--- src/rtl/fifo_reader_pkg.sv ---
// Shared types and constants for the FIFO read-side controller.
// Latency: n/a (types only).
// Backpressure: n/a (types only).
package fifo_reader_pkg;

  // Controller operating modes.
  typedef enum logic [1:0] {
    IDLE  = 2'd0,
    RUN   = 2'd1,
    FLUSH = 2'd2
  } rd_state_t;

  // Number of words the output skid buffer can hold.
  localparam int SKID_DEPTH = 2;

  // Width of the skid occupancy count (0..SKID_DEPTH).
  localparam int OCC_W = $clog2(SKID_DEPTH + 1);

endpackage

--- src/rtl/fifo_reader_skid.sv ---
// 2-entry in-order skid buffer holding words between FIFO capture and the consumer.
// Latency: a pushed word becomes the head (or queues behind it) on the next clock edge.
// Backpressure: none internally; the caller only pushes when a slot is guaranteed.
//
// Ports:
//   i_clk, i_rst_n  clock and asynchronous active-low reset
//   i_push, i_din   store i_din behind the current contents
//   i_pop           drop the head word
//   i_clear         discard everything (wins over push/pop)
//   o_head, o_occ   oldest stored word and number of stored words
module fifo_reader_skid
  import fifo_reader_pkg::*;
#(
  parameter int W = 8
) (
  input  logic             i_clk,
  input  logic             i_rst_n,
  input  logic             i_push,
  input  logic             i_pop,
  input  logic             i_clear,
  input  logic [W-1:0]     i_din,
  output logic [W-1:0]     o_head,
  output logic [OCC_W-1:0] o_occ
);

  logic [W-1:0]     r_mem0;  // head slot
  logic [W-1:0]     r_mem1;  // second slot
  logic [OCC_W-1:0] r_occ;

  always_ff @(posedge i_clk or negedge i_rst_n) begin
    if (!i_rst_n) begin
      r_mem0 <= '0;
      r_mem1 <= '0;
      r_occ  <= '0;
    end else if (i_clear) begin
      r_mem0 <= '0;
      r_mem1 <= '0;
      r_occ  <= '0;
    end else begin
      case ({i_push, i_pop})
        2'b10: begin
          if (r_occ == '0) r_mem0 <= i_din;
          else             r_mem1 <= i_din;
          r_occ <= r_occ + OCC_W'(1);
        end
        2'b01: begin
          r_mem0 <= r_mem1;
          r_occ  <= r_occ - OCC_W'(1);
        end
        2'b11: begin
          // Head leaves while a new word arrives: occupancy stays, order kept.
          if (r_occ == OCC_W'(1)) begin
            r_mem0 <= i_din;
          end else begin
            r_mem0 <= r_mem1;
            r_mem1 <= i_din;
          end
        end
        default: ;
      endcase
    end
  end

  assign o_head = r_mem0;
  assign o_occ  = r_occ;

endmodule

--- src/rtl/fifo_reader.sv ---
// Read-side controller: pops a synchronous FIFO and streams words out via valid/ready.
// Latency: Fifo_rd sampled at edge N, word captured at N+1, valid_out from then on.
// Backpressure: reads only while the skid can absorb them; at most 2 words leave the FIFO
//               while ready_in is low.
//
// Ports:
//   clk, reset              clock and asynchronous active-low reset
//   enable, flush           run permission (level) and flush request (pulse)
//   Fifo_empty, Fifo_rd     FIFO empty flag in, pop request out
//   Fifo_Data_out           FIFO data, valid the cycle after a pop
//   data_out, valid_out,
//   ready_in                downstream handshake
//   words_read              wrapping count of delivered words
//   flush_done              one-cycle pulse at the end of a flush
module fifo_reader
  import fifo_reader_pkg::*;
#(
  parameter int BITNUMBER = 8,
  parameter int LENGTH    = 8,
  parameter int CNT_W     = 16
) (
  input  logic                 clk,
  input  logic                 reset,
  input  logic                 enable,
  input  logic                 flush,
  input  logic                 Fifo_empty,
  input  logic [BITNUMBER-1:0] Fifo_Data_out,
  output logic                 Fifo_rd,
  output logic [BITNUMBER-1:0] data_out,
  output logic                 valid_out,
  input  logic                 ready_in,
  output logic [CNT_W-1:0]     words_read,
  output logic                 flush_done
);

  localparam int FC_W = $clog2(LENGTH + 1);

  rd_state_t        r_state;
  logic             r_inflight;     // FIFO was popped last cycle; its word is on Fifo_Data_out now
  logic [CNT_W-1:0] r_words_read;
  logic             r_flush_done;
  logic [FC_W-1:0]  r_flush_reads;  // pops issued during the current flush

  logic [OCC_W-1:0] w_occ;
  logic             w_valid;
  logic             w_pop;
  logic             w_push;
  logic             w_clear;
  logic             w_room;
  logic             w_flush_cap;
  logic             w_flush_end;

  assign w_valid = (w_occ != '0) && (r_state != FLUSH);
  assign w_pop   = w_valid && ready_in;
  // Words arriving during a flush are dropped instead of captured.
  assign w_push  = r_inflight && (r_state != FLUSH);
  assign w_clear = flush && (r_state != FLUSH);

  // A new pop is safe only if the words already owed to the skid (stored plus in flight,
  // minus the one leaving now) leave a free slot for it.
  assign w_room = ({1'b0, w_occ} + {{OCC_W{1'b0}}, r_inflight})
                < ((OCC_W + 1)'(SKID_DEPTH) + {{OCC_W{1'b0}}, w_pop});

  // A flush never pops more than one FIFO's worth, so a writer that keeps
  // feeding the FIFO cannot hold the controller in FLUSH forever.
  assign w_flush_cap = (r_flush_reads == FC_W'(LENGTH));
  assign w_flush_end = (Fifo_empty || w_flush_cap) && !r_inflight;

  // enable also gates RUN-state reads so that dropping it stops reads in the same cycle.
  always_comb begin
    Fifo_rd = 1'b0;
    case (r_state)
      RUN:     Fifo_rd = enable && !Fifo_empty && w_room;
      FLUSH:   Fifo_rd = !Fifo_empty && !w_flush_cap;
      default: Fifo_rd = 1'b0;
    endcase
  end

  always_ff @(posedge clk or negedge reset) begin
    if (!reset) begin
      r_state       <= IDLE;
      r_inflight    <= 1'b0;
      r_words_read  <= '0;
      r_flush_done  <= 1'b0;
      r_flush_reads <= '0;
    end else begin
      r_inflight   <= Fifo_rd;
      r_flush_done <= 1'b0;
      if (w_pop) r_words_read <= r_words_read + CNT_W'(1);
      case (r_state)
        IDLE: begin
          if (flush) begin
            r_state       <= FLUSH;
            r_flush_reads <= '0;
          end else if (enable) begin
            r_state <= RUN;
          end
        end
        RUN: begin
          if (flush) begin
            r_state       <= FLUSH;
            r_flush_reads <= '0;
          end else if (!enable) begin
            r_state <= IDLE;
          end
        end
        FLUSH: begin
          if (Fifo_rd) r_flush_reads <= r_flush_reads + FC_W'(1);
          if (w_flush_end) begin
            r_state      <= enable ? RUN : IDLE;
            r_flush_done <= 1'b1;
          end
        end
        default: r_state <= IDLE;
      endcase
    end
  end

  fifo_reader_skid #(
    .W (BITNUMBER)
  ) u_skid (
    .i_clk   (clk),
    .i_rst_n (reset),
    .i_push  (w_push),
    .i_pop   (w_pop),
    .i_clear (w_clear),
    .i_din   (Fifo_Data_out),
    .o_head  (data_out),
    .o_occ   (w_occ)
  );

  assign valid_out  = w_valid;
  assign words_read = r_words_read;
  assign flush_done = r_flush_done;

endmodule

--- config.mk ---
export PLATFORM = sky130hd
export DESIGN_NAME = fifo_reader
export DESIGN_NICKNAME = d
export VERILOG_FILES = /design/src/rtl/fifo_reader_pkg.sv /design/src/rtl/fifo_reader_skid.sv /design/src/rtl/fifo_reader.sv
export SDC_FILE = /design/constraint.sdc
export NUM_CORES = 1
export LEC_CHECK = 0
export BUFFER_PORTS_ARGS = -buffer_cell sky130_fd_sc_hd__buf_4
export CAP_MARGIN = 20
export CELL_PAD_IN_SITES_DETAIL_PLACEMENT = 1
export CELL_PAD_IN_SITES_GLOBAL_PLACEMENT = 1
export CORE_MARGIN = 1
export CORE_UTILIZATION = 45
export CTS_CLUSTER_DIAMETER = 120
export DETAILED_ROUTE_END_ITERATION = 10
export HOLD_SLACK_MARGIN = 0.1
export PLACE_DENSITY = 0.89
export SLEW_MARGIN = 20
export SYNTH_ARGS = -nofsm -noshare
export SYNTH_HDL_FRONTEND = slang
export SYNTH_SLANG_ARGS = --single-unit
export TNS_END_PERCENT = 1
--- constraint.sdc ---
create_clock -name clk -period 5.02 [get_ports clk]
set_input_delay 1.506 -clock clk [delete_from_list [all_inputs] [get_ports clk]]
set_output_delay 1.506 -clock clk [all_outputs]
set_load 0.01 [all_outputs]
# ---- Word-level counts from Yosys, hierarchy flattened
# Cells that the tools add are included.
dict set report op_classes {
  n_mux 23
  order_cmp 1
  eq_ne 16
  reduce_logical 24
  addsub 6
}
# cell n
set ops {}
lappend ops {{$mux W8} 6}
lappend ops {{$pmux W8 S3} 1}
lappend ops {{$add A16 B1 Y16 const B} 1}
lappend ops {{$pmux W8 S2} 1}
lappend ops {{$mux W2} 6}
lappend ops {{$reduce_and A3 Y1} 3}
lappend ops {{$logic_and A1 B1 Y1} 8}
lappend ops {{$mux W4} 2}
lappend ops {{$pmux W4 S2} 1}
lappend ops {{$eq A2 B1 Y1 const B} 3}
lappend ops {{$eq A2 B2 Y1 const B} 3}
lappend ops {{$ne A2 B2 Y1 const B} 3}
lappend ops {{$ne A3 B2 Y1 const B} 2}
lappend ops {{$ne A3 B3 Y1 const B} 2}
lappend ops {{$pmux W2 S3} 1}
lappend ops {{$reduce_bool A3 Y1} 2}
lappend ops {{$add A4 B1 Y4 const B} 1}
lappend ops {{$eq A4 B4 Y1 const B} 1}
lappend ops {{$logic_not A2 Y1} 2}
lappend ops {{$pmux W2 S2} 1}
lappend ops {{$reduce_bool A2 Y1} 2}
lappend ops {{$reduce_bool A4 Y1} 1}
lappend ops {{$add A2 B1 Y3} 1}
lappend ops {{$add A2 B1 Y3 const A} 1}
lappend ops {{other kinds (11)} 15}
dict set report word_totals {
  word_cells 78
  register_bits 42
  output_inout_bits 27
  input_bits 14
}

# ---- Depth between registers and ports, before layout
# Gate-level depths: netlist of the first run.
dict set report logic_depth {
  depth_word 9
  depth_mapped 10
  depth_no_buf 10
}

# ---- Cells and area by module
# A second synthesis of the first run with hierarchy kept.
dict set report hier_totals {
  hier_cells 225
  hier_area_um2 2299.7
}
# mod area_per_inst_um2 n_inst cells_per_inst
set by_module_without_submodules {}
lappend by_module_without_submodules {fifo_reader 1282.5 1 126}
lappend by_module_without_submodules {fifo_reader_skid 1017.2 1 99}

# ---- Least setup slack after synthesis of the first run
# Ideal clock, no wire load.
dict set report synth_timing {
  path_kind {input-to-output}
  from {input port Fifo_empty}
  to {output port Fifo_rd}
  stages 3
  path_slack_ps 1199
  arrival_ps 2315
  n_path_buf 0
  cell_sequence {nor4bb_1 o21ai_0 a21boi_0}
}
dict set report synth_between {
  elab_chain_cells 4
  word_cells_on_any_way 5
  classes_between {mux: 1; reduce/logical: 4}
}
# item line
set synth_rtl {}
lappend synth_rtl {{start: declaration} fifo_reader.sv:26} ;# input logic Fifo_empty,
lappend synth_rtl {{$logic_not A1 Y1 (*)} {fifo_reader.sv:73, fifo_reader.sv:74}}
lappend synth_rtl {{$logic_and A1 B1 Y1 (2 in a row)} fifo_reader.sv:73} ;# RUN: Fifo_rd = enable && !Fifo_empty && w_room;
lappend synth_rtl {{$pmux W1 S2 (*)} fifo_reader.sv:72} ;# case (r_state)
lappend synth_rtl {{end: declaration} fifo_reader.sv:28} ;# output logic Fifo_rd,
# Every way passes the cells marked *; elsewhere a longest branch is shown, timed or not.

# ---- Final worst setup path of the first run
# Same ends and word-level chain as after synthesis.

==> impl_metrics.toml, run 1 <==
[cells_and_area]
area_growth_syn_to_layout_pct = 20.59
n_antenna_cell = 0
layout.nets = 273
fillers = 502
final_common_cell = "dfrtp_1"
drive_gt1_share_pct = 23.17
fin_cells = 298
final_cell_mix = "dfrtp_1, buf_4, nor2_1"

[clocking]
clock-root-buffer = "clkbuf_8"
cts.sinks = 42
htreeDepth = 2
numCtsBuffers = 5
clk_pin_slew_worst_paths_ns = 0.08
cts_resized = 0
clockBufferDepth = 2
postCtsSetupBuffers = 0
clk_latency_ns = 0.29
hold_buffers = 0
cts_tree = "done"

[setup_path]
rr_startpoint = "r_state[0]"
crit_family = "compound AO/OA/AOI/OAI gates"
cp.required_ns = 3.51
rrSetupSlack_ns = 2.29
worstPathCellList = "buf_4 -> nor4bb_1 -> o21ai_0 -> a21boi_0 -> buf_4"
slowest_delay_ns = 0.33
endpoint_kind = "output port"
start_kind = "primary input"
worstSetupPathType = "primary input to output port"
crit_buf_inv = 2
reg2reg_depth = 8
r2r_end = "u_skid.o_head[6]"
cp_common_cell = "buf_4"
crit_fanout = 3
cp_slowest_cell = "nor4bb_1"
worst_ep_arrival_time_ns = 2.59

[sta]
setup_viol = 0
tightest_slew_ns = 0.8419
hold_viol_final = 0
finalCritPeriodShare_pct = 81.69
max_slew_margin_pct = 43.87
rsz0062_at_grt = "false"
setup_total_negative_slack_ns = 0
fin_worst_skew_ns = 0.004238
slew_violations = 0
fmax_mhz = 243.8
min_period_ns = 4.101

[drt]
drt_iter0_drc = 71
ant_nets = 0
viasPerCell = 5.537
drc = 0
wirelength_mm = 4.930
drt-pass1-iter-count = 4
routedWlPerCell_um = 16.54
vias = 1650

[synthesis]
synth_top_family_by_area = "simple AND/OR/NAND/NOR gates"
netlist_instances = 200
synth_warnings = 0
synth-simple-area-share_pct = 15.16
synth_nets = 228
synth_fa_ha_area_share_pct = 8.009
synth_async_sr_flop_share_pct = 100.0
synth_edf_count = 0
yosysSeqAreaShare_pct = 48.05
synth_xor_area_share_pct = 6.808
synth-main-ff-cell = "dfrtp_1"
ys_types = 43
syn_area_per_cell_um2 = 10.94
synth_compound_area_share_pct = 12.81
synth-seq-cells = 42
synth_mux_area_share_pct = 5.606
netlist_area_mm2 = 0.002187

[global_route]
grt-ovfl-total = 0
antenna_found_initial = 0
grt_pass1_vias = 1699
grt_start_max_net_pins = 43
grt_pass1_wl_mm = 8.404
grtUsageTotal_pct = 21.20

[power]
irDropWorstVdd_mv = 0.1982
p_leak_nw = 1.347
pwr_density_cell_mw_per_mm2 = 453.9

[placement]
portBuffers = 40
detailedPlacementHpwl_mm = 3.579
dp.cells = 290
gp_congestion = 0.8030

[die]
ios = 41
die_w_um = 71.72
fp-row-count = 24
fp.dieArea_mm2 = 0.005143
die_h_um = 71.72
initial_core_util_pct = 48.56
core_area_mm2 = 0.004504

[outcome]
status = "finished clean"

[hold_path]
hp-start = "words_read[15]"
holdPathEnd = "words_read[15]"
hp-class = "flop to flop"
whs_path_depth = 1

[run]
drv_cap = 0
## Yosys cell counts (4+ instances only)
master	count	share of area (%)
inv_1	17	2.9
dfrtp_1	42	48
ha_1	14	8.0
nor2_1	21	3.6
o2bb2ai_1	9	3.6
a22oi_1	9	3.1
xor2_1	10	4.0
nand3_1	4	0.92
nand2_1	10	1.7
mux2i_1	10	4.6
xnor2_1	7	2.8
nor3_1	7	1.6
## through the flow
| stage | setup WS [ns] | cell area (µm²) | total power [mW] | hold slack [ns] | utilization [%] |
|---|---|---|---|---|---|
| floorplan | 1.199 | 2187 | 0.7841 | 0.4897 | - |
| global placement | 0.9433 | 2542 | 0.9536 | 0.4567 | 56.44 |
| detailed placement | 0.8787 | 2542 | 0.9777 | 0.4712 | 56.44 |
| CTS | 0.9044 | 2638 | 1.212 | 0.4824 | 58.56 |
| global route | 0.6780 | 2638 | 1.279 | 0.5022 | 58.56 |
| finish | 0.9190 | 2638 | 1.197 | 0.4759 | 58.56 |
## how the worst max path moves through the flow
stage                     slack [ns]        from  cells after the start      end
after floorplan                 1.20  Fifo_empty                      3  Fifo_rd
after global placement          0.94  Fifo_empty                      5  Fifo_rd
after detailed placement        0.88  Fifo_empty                      5  Fifo_rd
after CTS                       0.90  Fifo_empty                      5  Fifo_rd
after global routing            0.68  Fifo_empty                      5  Fifo_rd
final                           0.92  Fifo_empty                      5  Fifo_rd
## sequential cells by signal, indices dropped and copies added, names as in the netlist
register       count
words_read        16
u_skid.r_mem1      8
r_inflight         1
u_skid.o_occ       2
flush_done         1
r_flush_reads      4
u_skid.o_head      8
r_state            2
## power breakdown
part | internal [mW] | switching, mW | total, mW
clock | 0.111 | 0.116 | 0.226
combinational | 0.213 | 0.270 | 0.484
sequential | 0.416 | 0.0713 | 0.487
## cell families (layout without fill, tap and decap cells)
kind of cell               count (synthesis)  count (layout)
AOI/OAI and AO/OA                         36              36
xor gates and xnor gates                  17              17
adders and majority gates                 14              14
buffers and inverters                     20              66
DFF                                       42              42
muxes                                     12              12
and+or+nand+nor                           59              59
## per-layer routing
metal	up-vias	share of wire, %	GRT usage (%)
met1	816	45	27.44
met4	0	0.39	5.882
li1	793	-	-
met3	2	3.5	4.219
met2	39	51	36.27
met5	-	0	0
## cell type report
type / count / area, µm² / area share (%)
Clock buffer: 6 / 82.58 / 3.131
Tap cell: 52 / 65.06 / 2.467
Clock inverter: 2 / 12.51 / 0.4744
Timing Repair Buffer: 40 / 300.3 / 11.39
Inverter: 18 / 67.56 / 2.562
Multi-Input combinational cell: 138 / 1059 / 40.13
Sequential cell: 42 / 1051 / 39.85
No activity file was read; power rests on OpenSTA's default activity.
==> run 2, diff against run 1 <==
- CORE_UTILIZATION: 45 -> 43
- PLACE_DENSITY: 0.89 -> 0.86
- clock period: 5.02 -> 3.9 ns (I/O delays scaled with it)
==> run 2 against run 1 <==
Net effect:
- global-route usage down 0.93 points
- highest routed layer unchanged
- total power up 33%
- cell count up 5.0%
- hold slack better by 0.012 ns
- design area up 1.4%
- critical path depth unchanged
- sequential share of layout area down 0.54 points
- via count up 2.4%
- sequential cell count unchanged
- sequential power up 28%
==> impl_metrics.toml, run 2 (same netlist as run 1, synthesis figures left out) <==
[power]
pwr_density_cell_mw_per_mm2 = 596.4
p_leak_nw = 1.358
irDropWorstVdd_mv = 0.2550

[drt]
drt_iter0_drc = 74
vias = 1690
drc = 0
wirelength_mm = 4.899
routedWlPerCell_um = 15.65
drt-pass1-iter-count = 4
ant_nets = 0
viasPerCell = 5.399

[placement]
gp_congestion = 0.7762
place_ws_ns = 0.4524
detailedPlacementHpwl_mm = 3.627
portBuffers = 40
post_dp_cell_area_mm2 = 0.002561

[die]
die_h_um = 73.32
die_w_um = 73.32
fp-row-count = 25
initial_core_util_pct = 45.40
core_area_mm2 = 0.004817
fp.dieArea_mm2 = 0.005376
ios = 41

[cells_and_area]
design_area_mm2 = 0.002674
largest_register_ffs = 16
final_common_cell = "dfrtp_1"
drive_gt1_share_pct = 23.17
layout.nets = 273
postLayoutCoreUtil_pct = 55.51
fillers = 535
area_growth_syn_to_layout_pct = 22.25
n_antenna_cell = 0
final_cell_mix = "dfrtp_1, buf_4, nor2_1"

[outcome]
status = "finished clean"

[setup_path]
slowest_delay_ns = 0.33
crit_fanout = 3
worst_ep_arrival_time_ns = 2.27
crit_family = "compound AO/OA/AOI/OAI gates"
cp_common_cell = "buf_4"
start_kind = "primary input"
worstPathCellList = "buf_4 -> nor4bb_1 -> o21ai_0 -> a21boi_0 -> buf_4"
cp.required_ns = 2.73
cp_slowest_cell = "nor4bb_1"
worstSetupPathType = "primary input to output port"
crit_buf_inv = 2
endpoint_kind = "output port"

[clocking]
cts.sinks = 42
postCtsSetupBuffers = 0
clockBufferDepth = 2
clock-root-buffer = "clkbuf_8"
cts_resized = 0
cts_tree = "done"
hold_buffers = 0
htreeDepth = 2
clk_latency_ns = 0.30
numCtsBuffers = 5
clk_pin_slew_worst_paths_ns = 0.08

[global_route]
grt_start_max_net_pins = 43
grt_pass1_vias = 1700
antenna_found_initial = 0
grt_pass1_wl_mm = 8.107
grtUsageTotal_pct = 20.27
grt-ovfl-total = 0

[sta]
fin_ws_ns = 0.4592
hold_viol_final = 0
slew_violations = 0
rsz0062_at_grt = "false"
tightest_slew_ns = 0.8049
whs_ns = 0.4877
setup_viol = 0
setup_total_negative_slack_ns = 0
fmax_mhz = 290.6
fin_worst_skew_ns = 0.008614
min_period_ns = 3.441
max_slew_margin_pct = 46.13
finalCritPeriodShare_pct = 88.23

[run]
drv_cap = 0

[hold_path]
hp-class = "flop to flop"
## run 2: cell count changes in the layout (fill, tap and decap cells not counted)
cell        change
inv_6           +1
clkinvlp_4      -1
bufinv_16       +1
clkbuf_8        -1
## run 2: worst reg2reg max path: stages (launching register included)
cell       delay (ns)
dfrtp_1          0.40
inv_1            0.08
ha_1             0.38
nor2b_1          0.42
ha_1             0.25
nand2b_1         0.11
a21oi_1          0.17
a2bb2oi_1        0.67
o2bb2ai_1        0.19
## run 2: through the flow
step,cells,power [mW]
after floorplan,200,1.009
after global placement,305,1.232
after detailed placement,305,1.256
after CTS,313,1.618
after global routing,313,1.706
final,313,1.595
## run 2: metal layers
layer / track usage [%] / wire length, µm / up-vias
met4: 9.188 / 81 / 0
li1: - / - / 797
met1: 25.53 / 2208 / 854
met2: 33.54 / 2466 / 33
met5: 0 / 0 / -
met3: 4.252 / 142 / 6
## run 2: cell type report
cell class              count  area [µm²]  area share [%]
multi-input cells         138        1059           39.59
flip-flops and latches     42        1051           39.31
repair buffers             40       300.3           11.23
well taps                  67       83.83           3.135
clock buffers               5       68.82           2.574
inverters                  18       67.56           2.527
clock inverters             3       43.79           1.638
## run 2: worst paths after layout
kind,start,cells after the start,to,slack (ns)
min reg2reg,words_read[15],1,words_read[15],0.49
max,Fifo_empty,5,Fifo_rd,0.46
min in group asynchronous,reset,1,r_flush_reads[2],0.84
max in group asynchronous,reset,1,u_skid.o_occ[1],2.68
max reg2reg,r_state[0],8,u_skid.o_head[2],1.16
min,words_read[15],1,words_read[15],0.49
## run 2: power breakdown
group / total (mW) / internal (mW) / switching, mW
Sequential: 0.624 / 0.535 / 0.0889
Clock: 0.352 / 0.192 / 0.160
Combinational: 0.619 / 0.275 / 0.344
Total: 1.59 / 1.00 / 0.593
==> run 3, diff against run 2 <==
- ABC_AREA: unset -> 1
- CORE_UTILIZATION: 43 -> 41
==> run 3 against run 2 <==
Net effect:
- critical path depth up 4
- sequential share of layout area shrank 1.5 points
- synthesized cell count rose by 37%
- register-to-register slack improved by 0.09 ns
- largest cell class unchanged
- largest power group unchanged
==> impl_metrics.toml, run 3 <==
[outcome]
status = "finished clean"

[clocking]
hold_buffers = 0
htreeDepth = 2
clk_latency_ns = 0.29
clk_pin_slew_worst_paths_ns = 0.07
clock-root-buffer = "clkbuf_8"
cts.sinks = 42
postCtsSetupBuffers = 0
cts_resized = 0
cts_tree = "done"
clockBufferDepth = 2
numCtsBuffers = 5

[cells_and_area]
largest_register_ffs = 16
postLayoutCoreUtil_pct = 52.78
fillers = 674
layout.nets = 345
final_common_cell = "nand2_1"
design_area_mm2 = 0.002781
area_growth_syn_to_layout_pct = 20.29
n_antenna_cell = 0
final_cell_mix = "nand2_1, inv_1, dfrtp_1"
drive_gt1_share_pct = 19.56
fin_cells = 387

[placement]
gp_congestion = 0.7588
portBuffers = 40
detailedPlacementHpwl_mm = 3.878
post_dp_cell_area_mm2 = 0.002669
dp.cells = 380
place_ws_ns = 0.8507

[synthesis]
netlist_instances = 274
synth-seq-cells = 42
yosysSeqAreaShare_pct = 45.45
netlist_area_mm2 = 0.002312
syn_area_per_cell_um2 = 8.439
synth_warnings = 0
post-synth-top-count-cell = "nand2_1"
netlist_top_cells_area = "dfrtp_1, nand2_1, ha_1"
synth_top_area_cell = "dfrtp_1"
yosysTopAreaCellShare_pct = 45.45
synth_async_sr_flop_share_pct = 100.0
synth_nets = 302
synth_common_cells = "nand2_1, dfrtp_1, inv_1, nand3_1, o21ai_0"
synth_edf_count = 0
ys_types = 28
synth-main-ff-cell = "dfrtp_1"

[die]
initial_core_util_pct = 43.87
core_area_mm2 = 0.005270
fp-row-count = 26
ios = 41
die_h_um = 77.10
fp.dieArea_mm2 = 0.005944
die_w_um = 77.10

[drt]
drc = 0
vias = 1927
viasPerCell = 4.979
ant_nets = 0
routedWlPerCell_um = 13.95
drt-pass1-iter-count = 4
wirelength_mm = 5.399
drt_iter0_drc = 119

[setup_path]
worstPathCellList = "buf_4 -> inv_1 -> nand2_1 -> nor2_1 -> nand2_1 -> nand2_1 -> nand2_1 -> inv_1 -> buf_4"
worst_ep_arrival_time_ns = 1.88
crit_fanout = 3
worstSetupPathType = "primary input to output port"
endpoint_kind = "output port"
cp_slowest_cell = "buf_4"
cp.required_ns = 2.73
slowest_delay_ns = 0.12
cp_common_cell = "nand2_1"
start_kind = "primary input"
crit_family = "buffers and inverters"
crit_buf_inv = 4

[global_route]
grtUsageTotal_pct = 20.33
grt_start_max_net_pins = 43
grt_pass1_wl_mm = 9.749
grt_pass1_vias = 2123
antenna_found_initial = 0
grt-ovfl-total = 0

[run]
drv_cap = 0

[sta]
finalCritPeriodShare_pct = 78.09
hold_viol_final = 0
max_slew_margin_pct = 59.39
tightest_slew_ns = 0.6050
slew_violations = 0
setup_viol = 0
whs_ns = 0.4791
fin_ws_ns = 0.8546
setup_total_negative_slack_ns = 0
fin_worst_skew_ns = 0.01067
fmax_mhz = 328.4
rsz0062_at_grt = "false"
min_period_ns = 3.045

[power]
p_total_mw = 1.590
p_leak_nw = 1.480
irDropWorstVdd_mv = 0.2426
pwr_density_cell_mw_per_mm2 = 571.8

[hold_path]
hp-class = "flop to flop"
## run 3: power breakdown
| part | switching [mW] | internal, mW |
|---|---|---|
| clock | 0.146 | 0.205 |
| sequential | 0.0967 | 0.549 |
| combinational | 0.364 | 0.230 |
| total | 0.607 | 0.984 |
## run 3: cell type report
| class | count | area, µm² | area share, % |
|---|---|---|---|
| repair buffers | 40 | 300.3 | 10.80 |
| clock buffers | 6 | 82.58 | 2.969 |
| flip-flops and latches | 42 | 1051 | 37.79 |
| clock inverters | 1 | 30.03 | 1.080 |
| inverters | 43 | 161.4 | 5.803 |
| well taps | 70 | 87.58 | 3.149 |
| multi-input cells | 185 | 1069 | 38.42 |
## run 3: logic make-up after synthesis
group	count (synthesis)	share of synthesized area, %
compound gates	32	7.684
xor+xnor	13	4.924
fa+ha+maj	14	7.576
buf+inv	47	8.333
flops	42	45.45
simple gates	126	26.03
## run 3: layer usage
metal / wire [µm] / up-vias / track usage, % / part of all wire, %
met2: 2760 / 30 / 37.14 / 51
met1: 2417 / 948 / 24.38 / 45
met5: 0 / - / 0 / 0
li1: - / 944 / - / -
met4: 41 / 0 / 5.660 / 0.76
met3: 179 / 5 / 3.452 / 3.3
## run 3: final timing paths
kind                                startpoint               end  slack, ns  cells after the start
worst max-delay path                Fifo_empty           Fifo_rd       0.85                      9
min in group asynchronous                reset  u_skid.o_head[2]       0.85                      1
max in group asynchronous                reset  u_skid.o_head[5]       2.65                      1
worst min register to register  words_read[15]    words_read[15]       0.48                      1
worst min-delay path            words_read[15]    words_read[15]       0.48                      1
worst max register to register      r_state[0]  u_skid.o_head[7]       1.25                     12
## run 3: worst register-to-register path, delay by kind of cell, from the launching register on
kind / cells / cell delay [ns]
buf+inv: 3 / 0.39
fa+ha+maj: 2 / 0.64
flops: 1 / 0.39
compound gates: 2 / 0.60
simple gates: 5 / 0.57
